===== config.mk =====
export PLATFORM = sky130hd
export DESIGN_NAME = parity_frame_rx
export DESIGN_NICKNAME = d
export VERILOG_FILES = /design/src/rtl/parity_frame_rx.sv
export SDC_FILE = /design/constraint.sdc
export NUM_CORES = 1
export LEC_CHECK = 0
export ABC_AREA = 1
export CORE_MARGIN = 2
export CORE_UTILIZATION = 30
export CTS_BUF_LIST = sky130_fd_sc_hd__clkbuf_4
export DETAILED_ROUTE_END_ITERATION = 8
export GPL_ROUTABILITY_DRIVEN = 0
export PLACE_DENSITY_LB_ADDON = 0.12
export SLEW_MARGIN = 20
export SYNTH_ARGS = -nofsm -noshare
export SYNTH_HDL_FRONTEND = slang
export SYNTH_SLANG_ARGS = --single-unit

===== constraint.sdc =====
create_clock -name clk_i -period 1.5 [get_ports clk_i]
set_input_delay 0.3 -clock clk_i [delete_from_list [all_inputs] [get_ports clk_i]]
set_output_delay 0.3 -clock clk_i [all_outputs]
set_load 0.02 [all_outputs]

===== src/rtl/parity_frame_rx.sv =====
// Serial frame receiver for the 3-bit parity link: reassembles
// start/data/parity/stop frames from qualified line bits, checks parity
// and stop bit, and hands completed words out on a valid/ready register.
module parity_frame_rx #(
  parameter int DATA_W     = 3,
  parameter bit ODD_PARITY = 1'b0
) (
  input  logic              clk_i,
  input  logic              rst_ni,
  input  logic              bit_i,
  input  logic              bit_valid_i,
  output logic [DATA_W-1:0] data_o,
  output logic              valid_o,
  input  logic              ready_i,
  output logic              parity_err_o,
  output logic              frame_err_o,
  output logic              overrun_o
);

  localparam int CNT_W = (DATA_W > 1) ? $clog2(DATA_W) : 1;
  localparam logic [CNT_W-1:0] LAST_IDX = CNT_W'(DATA_W - 1);

  typedef enum logic [1:0] {
    IDLE,
    DATA,
    PARITY,
    STOP
  } state_t;

  state_t            state;
  state_t            state_next;
  logic [CNT_W-1:0]  bit_cnt;
  logic [DATA_W-1:0] shadow;
  logic              parity_bit;
  logic              start_seen;
  logic              shift_en;
  logic              parity_en;
  logic              frame_ok;
  logic              frame_bad;
  logic              accept;
  logic              load;
  logic              parity_mismatch;

  // The held word leaves when the consumer takes it; a finished frame may
  // refill the register in that same cycle, otherwise it is an overrun.
  assign accept          = valid_o && ready_i;
  assign load            = frame_ok && (!valid_o || accept);
  assign parity_mismatch = parity_bit != ((^shadow) ^ ODD_PARITY);

  // Frame state register; unqualified cycles leave it untouched via state_next.
  always_ff @(posedge clk_i) begin
    if (!rst_ni) begin
      state <= IDLE;
    end else begin
      state <= state_next;
    end
  end

  // Next-state decode plus the per-bit strobes for the datapath below.
  always_comb begin
    state_next = state;
    start_seen = 1'b0;
    shift_en   = 1'b0;
    parity_en  = 1'b0;
    frame_ok   = 1'b0;
    frame_bad  = 1'b0;
    if (bit_valid_i) begin
      case (state)
        IDLE: begin
          if (!bit_i) begin
            start_seen = 1'b1;
            state_next = DATA;
          end
        end
        DATA: begin
          shift_en = 1'b1;
          if (bit_cnt == LAST_IDX) begin
            state_next = PARITY;
          end
        end
        PARITY: begin
          parity_en  = 1'b1;
          state_next = STOP;
        end
        STOP: begin
          frame_ok   = bit_i;
          frame_bad  = !bit_i;
          state_next = IDLE;
        end
        default: state_next = IDLE;
      endcase
    end
  end

  // Shadow word and parity capture, kept apart from data_o so reception
  // can run while the previous word is still waiting to be taken.
  always_ff @(posedge clk_i) begin
    if (!rst_ni) begin
      bit_cnt    <= '0;
      shadow     <= '0;
      parity_bit <= 1'b0;
    end else begin
      if (start_seen) begin
        bit_cnt <= '0;
      end
      if (shift_en) begin
        shadow[bit_cnt] <= bit_i;
        bit_cnt         <= bit_cnt + CNT_W'(1);
      end
      if (parity_en) begin
        parity_bit <= bit_i;
      end
    end
  end

  // Output register and one-cycle error pulses, all updated on the edge
  // that samples the stop bit.
  always_ff @(posedge clk_i) begin
    if (!rst_ni) begin
      data_o       <= '0;
      valid_o      <= 1'b0;
      parity_err_o <= 1'b0;
      frame_err_o  <= 1'b0;
      overrun_o    <= 1'b0;
    end else begin
      frame_err_o <= frame_bad;
      overrun_o   <= frame_ok && !load;
      if (load) begin
        data_o       <= shadow;
        parity_err_o <= parity_mismatch;
        valid_o      <= 1'b1;
      end else if (accept) begin
        valid_o <= 1'b0;
      end
    end
  end

endmodule


==> metrics.txt, run 1 <==
outcome=complete, no violations; yosys warns=0; Max Freq=0.7991 GHz; reg2reg start=state[0]$_SDFFE_PN0P_; gr usage total=10.19%; Worst Max-Slew Pin Slew=0.2191 ns; CP Data Required Time=1.20 ns; Seq. cell area=300.3 um2; RSZ-0062 raised after global routing=no; Worst R2R End=state[0]$_SDFFE_PN0P_; Area Growth Syn to Fin=27.72%; core area=0.002432 mm2; Synth Instances=106; initial antenna violation count=0; dpl hpwl=1.063 mm; Worst setup EP type=output pin; Hold Slack=0.4832 ns; Mapped Area=758.2 um2; Slew Viols, Final=0; pwr dens=831.8 mW/mm2; PortBufs=11; Diodes inserted=0; Hold Crit Class=register to register; drt wl/cell=8.321 um; cell taking the most area after synthesis=dfxtp_1; Vias=634; Nets=140; CP max stage delay=0.34 ns; via/cell ratio=4.064; largest fanout on the critical path=2; CTS H-Tree Depth=1; final hold violations=0; Final min period=1.251 ns; area occupied by multi-input gates=390.4 um2; cts bufs inserted=3; Crit path buffers/inverters=1; clock tree buffer depth=2; R2R cell count=6; syn nets=119; non-filler cells, final=156; Post-DP Area=945.9 um2; Seq cells post-synth=15; Setup crit start kind=register; num rows=18; register area share after synthesis=39.60%; starting density of the core=31.17%; first-pass GRT wire length=2.090 mm; number of remaining DRC errors=0; 1st-pass router iterations=4; Place WS=0.02083 ns; min-delay src=bit_cnt[0]$_SDFFE_PN0P_; clock tree root buffer cell=clkbuf_4; synthesized area per cell=7.153 um2; Routed Antenna Nets=0; Synth area leaders=dfxtp_1, nand2_1, ha_1; # setup viols final=0; LEAKAGE=0.4758 nW; clk_lat worst skew=0.28 ns; Levels on crit path=1; Finished Cell Area=968.4 um2; fin crit share=83.43%; clk sinks=15; Hold Path Sink=bit_cnt[0]$_SDFFE_PN0P_; Die Wd=54.28 um; critical path cell sequence=dlygate4sd2_1; TritonCTS clock tree=done; fillcell total=270; Peak VDD IR=0.3837 mV; max-capacitance violation count=0; share of cells above drive strength 1=12.70%; Reg2Reg Setup Slack=0.26 ns; Clock transition at path regs=0.10 ns; IO Count=12; final WL=1.298 mm; vias in the first global route=527; Synth top area share=39.60%; Worst EP arrival=0.95 ns; worst setup margin=0.2486 ns; post-synth cell types=16; crit-path leading delay family=flip-flops; initial drt markers=3; largest net degree at the start of global routing=10; setup_tns=0 ns; Clock Skews=0.01039 ns; Crit Path Category=register to output pin; die height=54.28 um; placed cells=152; Die ar.=0.002946 mm2; slowest CP cell=dfxtp_1; relative slew slack=85.35%; hold-critical path depth=1; global route overflow=0
routing by layer:
metal	global-route usage [%]	wire length, um	vias up
met3	2.459	52	2
met1	13.13	677	258
li1	-	-	366
met5	0	0	-
met2	15.26	552	8
met4	6.250	15	0
flip-flops by register name, indices dropped and copies added (netlist names):
signal / count
overrun_o: 1
parity_bit: 1
shadow: 3
data_o: 3
state: 2
parity_err_o: 1
bit_cnt: 2
valid_o: 1
frame_err_o: 1
logic make-up after synthesis:
kind of cell	share of synthesized area, %
flops	39.60
buf+inv	8.910
simple gates	27.23
compound gates	11.05
fa+ha+maj	13.20
cell usage after synthesis, drive strengths merged:
library cell  instances
nand3                 4
inv                  14
nand2                30
dfxtp                15
clkinv                2
o21ai                 8
a21oi                 8
buf                   1
ha                    8
nor2                 13
nand3b                1
nor3                  2
where the power goes:
group	internal [mW]	switching, mW
clock	0.0988	0.137
sequential	0.415	0.0127
combinational	0.0623	0.0794
total	0.576	0.229
layout by cell type, fill, tap and decap left out:
cell             synthesis  routed
ha_1                     8       8
a21oi_2                  1       1
a21oi_1                  7       7
nand3b_1                 1       1
dfxtp_1                 15      15
buf_4                    0       6
nand2_1                 28      28
nor3_1                   2       2
clkdlybuf4s50_1          0       4
nand2_2                  2       2
nor2_2                   1       1
inv_1                   14      14
clkinv_2                 2       3
nand3_1                  4       4
clkbuf_4                 0       3
dlymetal6s2s_1           0       1
o21ai_1                  1       1
o21ai_0                  7       7
nor2_1                  12      12
dlygate4sd2_1            0       6
per-stage QoR:
| stage | util, % | total power, mW |
|---|---|---|
| floorplan | - | 0.5299 |
| global placement | 38.89 | 0.5821 |
| detailed placement | 38.89 | 0.5822 |
| CTS | 39.71 | 0.8266 |
| global route | 39.81 | 0.8658 |
| finish | 39.81 | 0.8056 |
timing repair:
action / 4_1_cts / 5_1_grt
cloned: 0 / 0
hold buffers: 0 / 0
resized for setup: 6 / 1
setup buffers: 0 / 0
endpoints found under the setup margin: 6 / 1
cell type report:
cell class / count / area share (%)
clock buffer: 3 / 2.326
timing repair buffer: 17 / 15.50
multi-input combinational: 74 / 40.31
clock inverter: 1 / 0.5168
inverter: 16 / 6.460
sequential: 15 / 31.01
tap: 30 / 3.876
how the worst max path moves through the flow:
stage,start,to
floorplan,state[0]$_SDFFE_PN0P_,state[0]$_SDFFE_PN0P_
global placement,bit_valid_i,data_o[1]$_SDFFE_PN0P_
detailed placement,bit_valid_i,data_o[1]$_SDFFE_PN0P_
CTS,overrun_o$_SDFF_PN0_,overrun_o
global route,data_o[0]$_SDFFE_PN0P_,data_o[0]
finish,data_o[0]$_SDFFE_PN0P_,data_o[0]
Power figures use the tool's default switching activity.
==> run 2: changes to the inputs <==
==> constraint.sdc (replaced) <==
create_clock -name clk_i -period 1.1 [get_ports clk_i]
set_input_delay 0.22 -clock clk_i [delete_from_list [all_inputs] [get_ports clk_i]]
set_output_delay 0.22 -clock clk_i [all_outputs]
set_load 0.02 [all_outputs]
==> run 2 against run 1 <==
  * The flow now finishes with violations (negative setup slack)
  * Largest power group unchanged
  * Largest cell class unchanged
  * Critical path type is now register to register
  * Via count up 15%
  * Register-to-register slack worse by 0.26 ns
  * Clock skew shrank 0.0087 ns
  * Cell count rose by 4.5%
  * Wire length grew 32%
  * Sequential power up 40%
  * Global-route usage increased by 3.5 points
  * Core utilization is 8.2 points higher
  * Final area grew 21%
  * Critical path depth increased by 5
==> metrics.txt, run 2 (synthesis results as in run 1) <==
clk_lat worst skew=0.29 ns (was 0.28 ns); LEAKAGE=0.5157 nW (was 0.4758 nW); via/cell ratio=4.479 (was 4.064); non-filler cells, final=163 (was 156); Vias=730 (was 634); initial drt markers=7 (was 3); failing checks=negative setup slack; die height=54.28 um (unchanged); dpl hpwl=1.140 mm (was 1.063 mm); relative slew slack=74.00% (was 85.35%); Nets=147 (was 140); Tot Pwr=1.268 mW (was 0.8056 mW); num rows=18 (unchanged); largest net degree at the start of global routing=13 (was 10); share of cells above drive strength 1=49.62% (was 12.70%); Crit Path Category=register to register (was register to output pin); RSZ-0062 raised after global routing=yes (was no); Max Freq=0.9055 GHz; starting density of the core=31.17% (unchanged); commonest cells after routing, fill and taps aside=nand2_1, buf_4, inv_1, nand2_2, dfxtp_1 (was nand2_1, dfxtp_1, inv_1); Post-DP Area=996.0 um2 (was 945.9 um2); worst setup margin=-0.004331 ns (was 0.2486 ns); Worst setup EP type=register (was output pin); number of remaining DRC errors=0 (unchanged); cts bufs inserted=3 (unchanged); clock tree buffer depth=2 (unchanged); Worst Max-Slew Pin Slew=0.3901 ns (was 0.2191 ns); gr usage total=13.67% (was 10.19%); Peak VDD IR=0.5970 mV (was 0.3837 mV); Area Growth Syn to Fin=54.13% (was 27.72%); clk sinks=15 (unchanged); commonest non-fill, non-tap cell in the layout=nand2_1 (unchanged); pwr dens=1085 mW/mm2 (was 831.8 mW/mm2); Finished Cell Area=0.001169 mm2 (was 968.4 um2); outcome=finished, violations left (was complete, no violations); first-pass GRT wire length=2.856 mm (was 2.090 mm); placed cells=157 (was 152); Hold Crit Class=register to register (unchanged); TritonCTS clock tree=done (unchanged); fin crit share=100.4%; core area=0.002432 mm2 (unchanged); Routed Antenna Nets=0 (unchanged); IO Count=12 (unchanged); Clock transition at path regs=0.10 ns (about the same); CTS H-Tree Depth=1 (unchanged); 1st-pass router iterations=4 (unchanged); vias in the first global route=681 (was 527); biggest regs=data_o x3, shadow x3 (unchanged); Hold Slack=0.4956 ns (was 0.4832 ns); Slew Viols, Final=0 (unchanged); PortBufs=11 (unchanged); # setup viols final=1 (was 0); max-capacitance violation count=0 (unchanged); CP Data Required Time=1.29 ns (was 1.20 ns); clock tree root buffer cell=clkbuf_4 (unchanged); Clock Skews=0.001738 ns (was 0.01039 ns); Die ar.=0.002946 mm2 (unchanged); Place WS=-0.3648 ns (was 0.02083 ns); final hold violations=0 (unchanged); final WL=1.712 mm (was 1.298 mm); Final Util=48.05% (was 39.81%); initial antenna violation count=0 (unchanged); Final min period=1.104 ns; Setup crit start kind=register (unchanged); Worst EP arrival=1.30 ns (was 0.95 ns); setup_tns=-0.004331 ns (was 0 ns); Die Wd=54.28 um (unchanged); largest fanout on the critical path=4 (was 2); Diodes inserted=0 (unchanged); global route overflow=0 (unchanged); drt wl/cell=10.50 um (was 8.321 um)
[run 2: worst paths after layout]
kind,start,endpoint,slack [ns],depth (start not counted)
min,data_o[2]$_SDFFE_PN0P_,data_o[2]$_SDFFE_PN0P_,0.50,2
min reg2reg,data_o[2]$_SDFFE_PN0P_,data_o[2]$_SDFFE_PN0P_,0.50,2
max reg2reg,state[0]$_SDFFE_PN0P_,state[0]$_SDFFE_PN0P_,-0.004,6
max,state[0]$_SDFFE_PN0P_,state[0]$_SDFFE_PN0P_,-0.004,6
[run 2: worst max-delay path: stages (launching register included)]
cell     delay [ns]
dfxtp_4        0.41
inv_4          0.05
ha_4           0.16
nand2_4        0.07
nand3_4        0.10
nor3_2         0.17
nor2_1         0.05
[run 2: cell type report]
class / instances / area [um2]
clock buffers: 3 / 22.52
repair buffers: 24 / 186.4
flip-flops and latches: 15 / 311.5
fillers: 236 / 1264
inverters: 16 / 72.57
multi-input cells: 74 / 533.0
well taps: 30 / 37.54
clock inverters: 1 / 5.005
[run 2: layer usage]
layer  part of all wire [%]  vias up  GRT usage [%]
met2                     51       18          22.29
met3                    5.9        4          5.738
met5                      0        -              0
li1                       -      382              -
met1                     41      326          15.44
met4                    2.2        0          6.250
[run 2: what timing repair did]
action | CTS | global route
setup buffers | 2 | 0
resized for setup | 51 | 37
setup endpoints to repair | 19 | 13
pin swaps | 5 | 12
hold buffers | 0 | 0
[run 2: report_power, final]
group	internal (mW)	switching, mW	leakage (nW)	total, mW
Sequential	0.570	0.0315	0.124	0.601
Clock	0.135	0.192	0.0177	0.327
Combinational	0.160	0.180	0.374	0.340
==> run 3: changes to the inputs <==
--- a/config.mk
+++ b/config.mk
@@ -6,7 +6,6 @@
 export NUM_CORES = 1
 export LEC_CHECK = 0
 export ABC_AREA = 1
-export CORE_MARGIN = 2
 export CORE_UTILIZATION = 30
 export CTS_BUF_LIST = sky130_fd_sc_hd__clkbuf_4
 export DETAILED_ROUTE_END_ITERATION = 8
==> run 3 against run 2 <==
  * The flow still finishes with violations (negative setup slack)
  * Sequential power about the same
  * Cell count is 1.8% lower
  * Clock power up 3%
  * Critical path depth rose by 1
  * Wire length is 5.1% higher
  * Global-route usage hardly changed
  * Highest routed layer unchanged
  * Non-clock buffer count fell by 1
  * Register-to-register slack worse by 0.06 ns
  * Core utilization rose by 2.8 points
  * Final area did not move
==> metrics.txt, run 3 (synthesis results as in run 1) <==
IO Count=12 (unchanged); Levels on crit path=7 (was 6); max-capacitance violation count=0 (unchanged); Clock Skews=0.006004 ns (was 0.001738 ns); CTS H-Tree Depth=1 (unchanged); Diodes inserted=0 (unchanged); final hold violations=0 (unchanged); Nets=146 (was 147); clk sinks=15 (unchanged); share of cells above drive strength 1=48.48% (was 49.62%); 1st-pass router iterations=4 (unchanged); core area=0.002297 mm2 (was 0.002432 mm2); R2R cell count=7 (was 6); dpl hpwl=1.113 mm (was 1.140 mm); pwr dens=1087 mW/mm2 (was 1085 mW/mm2); Crit path buffers/inverters=1 (unchanged); most used cell, CP=nand2_1; CP max stage delay=0.40 ns (was 0.41 ns); cts bufs inserted=3 (unchanged); biggest regs=data_o x3, shadow x3 (unchanged); relative slew slack=74.97% (was 74.00%); final WL=1.800 mm (was 1.712 mm); global route overflow=0 (unchanged); Die ar.=0.002733 mm2 (was 0.002946 mm2); slowest CP cell=dfxtp_4 (unchanged); Crit Path Category=register to register (unchanged); met2 wire length=885 um (was 872 um); placed cells=155 (was 157); # setup viols final=2 (was 1); Clock transition at path regs=0.09 ns (was 0.10 ns); largest fanout on the critical path=4 (unchanged); Setup crit start kind=register (unchanged); Hold Slack=0.4709 ns (was 0.4956 ns); crit-path leading delay family=simple AND/OR/NAND/NOR gates (was flip-flops); Final min period=1.169 ns (was 1.104 ns); Tot Pwr=1.270 mW (was 1.268 mW); via/cell ratio=4.581 (was 4.479); failing checks=negative setup slack (unchanged); fin crit share=106.2% (was 100.4%); initial antenna violation count=0 (unchanged); Place WS=-0.3979 ns (was -0.3648 ns); num rows=17 (was 18); Worst setup EP type=register (unchanged); Routed Antenna Nets=0 (unchanged); commonest non-fill, non-tap cell in the layout=nand2_1 (unchanged); Finished Cell Area=0.001169 mm2 (unchanged); number of remaining DRC errors=0 (unchanged); non-filler cells, final=160 (was 163); Final Util=50.87% (was 48.05%); clock tree buffer depth=2 (unchanged); met3 wire len=73 um (was 101 um); setup_tns=-0.09070 ns (was -0.004331 ns); Max Freq=0.8556 GHz (was 0.9055 GHz); clk_lat worst skew=0.29 ns (about the same); critical path cell sequence=inv_4 > ha_4 > nand2_2 > nand3_4 > nand2_1 > nand2_1 > nor2_1 (was inv_4 > ha_4 > nand2_4 > nand3_4 > nor3_2 > nor2_1); outcome=finished, violations left (unchanged); clock tree root buffer cell=clkbuf_4 (unchanged); first-pass GRT wire length=2.697 mm (was 2.856 mm); CP Data Required Time=1.32 ns (was 1.29 ns); Slew Viols, Final=0 (unchanged); PortBufs=11 (unchanged); hold-critical path depth=3 (was 2); Vias=733 (was 730); gr usage total=13.68% (was 13.67%); Post-DP Area=980.9 um2 (was 996.0 um2); initial drt markers=14 (was 7); largest net degree at the start of global routing=10 (was 13); vias in the first global route=646 (was 681); TritonCTS clock tree=done (unchanged); starting density of the core=33.01% (was 31.17%); Area Growth Syn to Fin=54.13% (unchanged); worst setup margin=-0.06873 ns (was -0.004331 ns); commonest cells after routing, fill and taps aside=nand2_1, buf_4, inv_1, dfxtp_1, nor2_1 (was nand2_1, buf_4, inv_1, nand2_2, dfxtp_1); Die Wd=52.28 um (was 54.28 um); die height=52.28 um (was 54.28 um); RSZ-0062 raised after global routing=yes (unchanged); Hold Crit Class=input pin to register (was register to register); LEAKAGE=0.5004 nW (was 0.5157 nW); fillcell total=216 (was 236); DRT met1 WL=792 um (was 701 um); Peak VDD IR=0.4502 mV (was 0.5970 mV); Worst Max-Slew Pin Slew=0.3755 ns (was 0.3901 ns); drt wl/cell=11.25 um (was 10.50 um); Worst EP arrival=1.39 ns (was 1.30 ns); max layer used=met4 (unchanged)
==> run 3: power breakdown <==
group / total (mW) / leakage, nW / switching (mW) / internal [mW]
Clock: 0.337 / 0.0177 / 0.202 / 0.135
Combinational: 0.331 / 0.358 / 0.181 / 0.149
Sequential: 0.602 / 0.124 / 0.0319 / 0.570
Total: 1.27 / 0.500 / 0.415 / 0.855
==> run 3: what timing repair did <==
item,CTS,global route
pin swaps,3,11
hold buffers,0,0
resized for setup,48,40
gates cloned,0,0
setup buffers,0,1
endpoints found under the setup margin,19,13
==> run 3: final cells by class <==
cell class                 count  area (um2)  area share, %
multi-input combinational     74       553.0          47.32
inverter                      16       72.57          6.210
clock inverter                 1       5.005         0.4283
sequential                    15       311.5          26.66
tap                           28       35.03          2.998
timing repair buffer          23       168.9          14.45
clock buffer                   3       22.52          1.927
==> run 3: tightest hold or removal path, cell delays in order <==
cell and delay (ns):
dlygate4sd2_1 0.35, nand3_1 0.12, nor2_1 0.04
==> run 3: final timing paths <==
check        slack, ns                      to              startpoint
min reg2reg       0.47  data_o[2]$_SDFFE_PN0P_  data_o[2]$_SDFFE_PN0P_
max reg2reg      -0.07   state[0]$_SDFFE_PN0P_   state[1]$_SDFFE_PN0P_
min               0.47  frame_err_o$_SDFF_PN0_             bit_valid_i
max              -0.07   state[0]$_SDFFE_PN0P_   state[1]$_SDFFE_PN0P_
==> run 3: layer usage <==
layer / vias to the layer above / global-route usage, %
met5: - / 0
met4: 0 / 5.263
met3: 6 / 2.609
met2: 20 / 22.86
met1: 325 / 17.22
li1: 382 / -
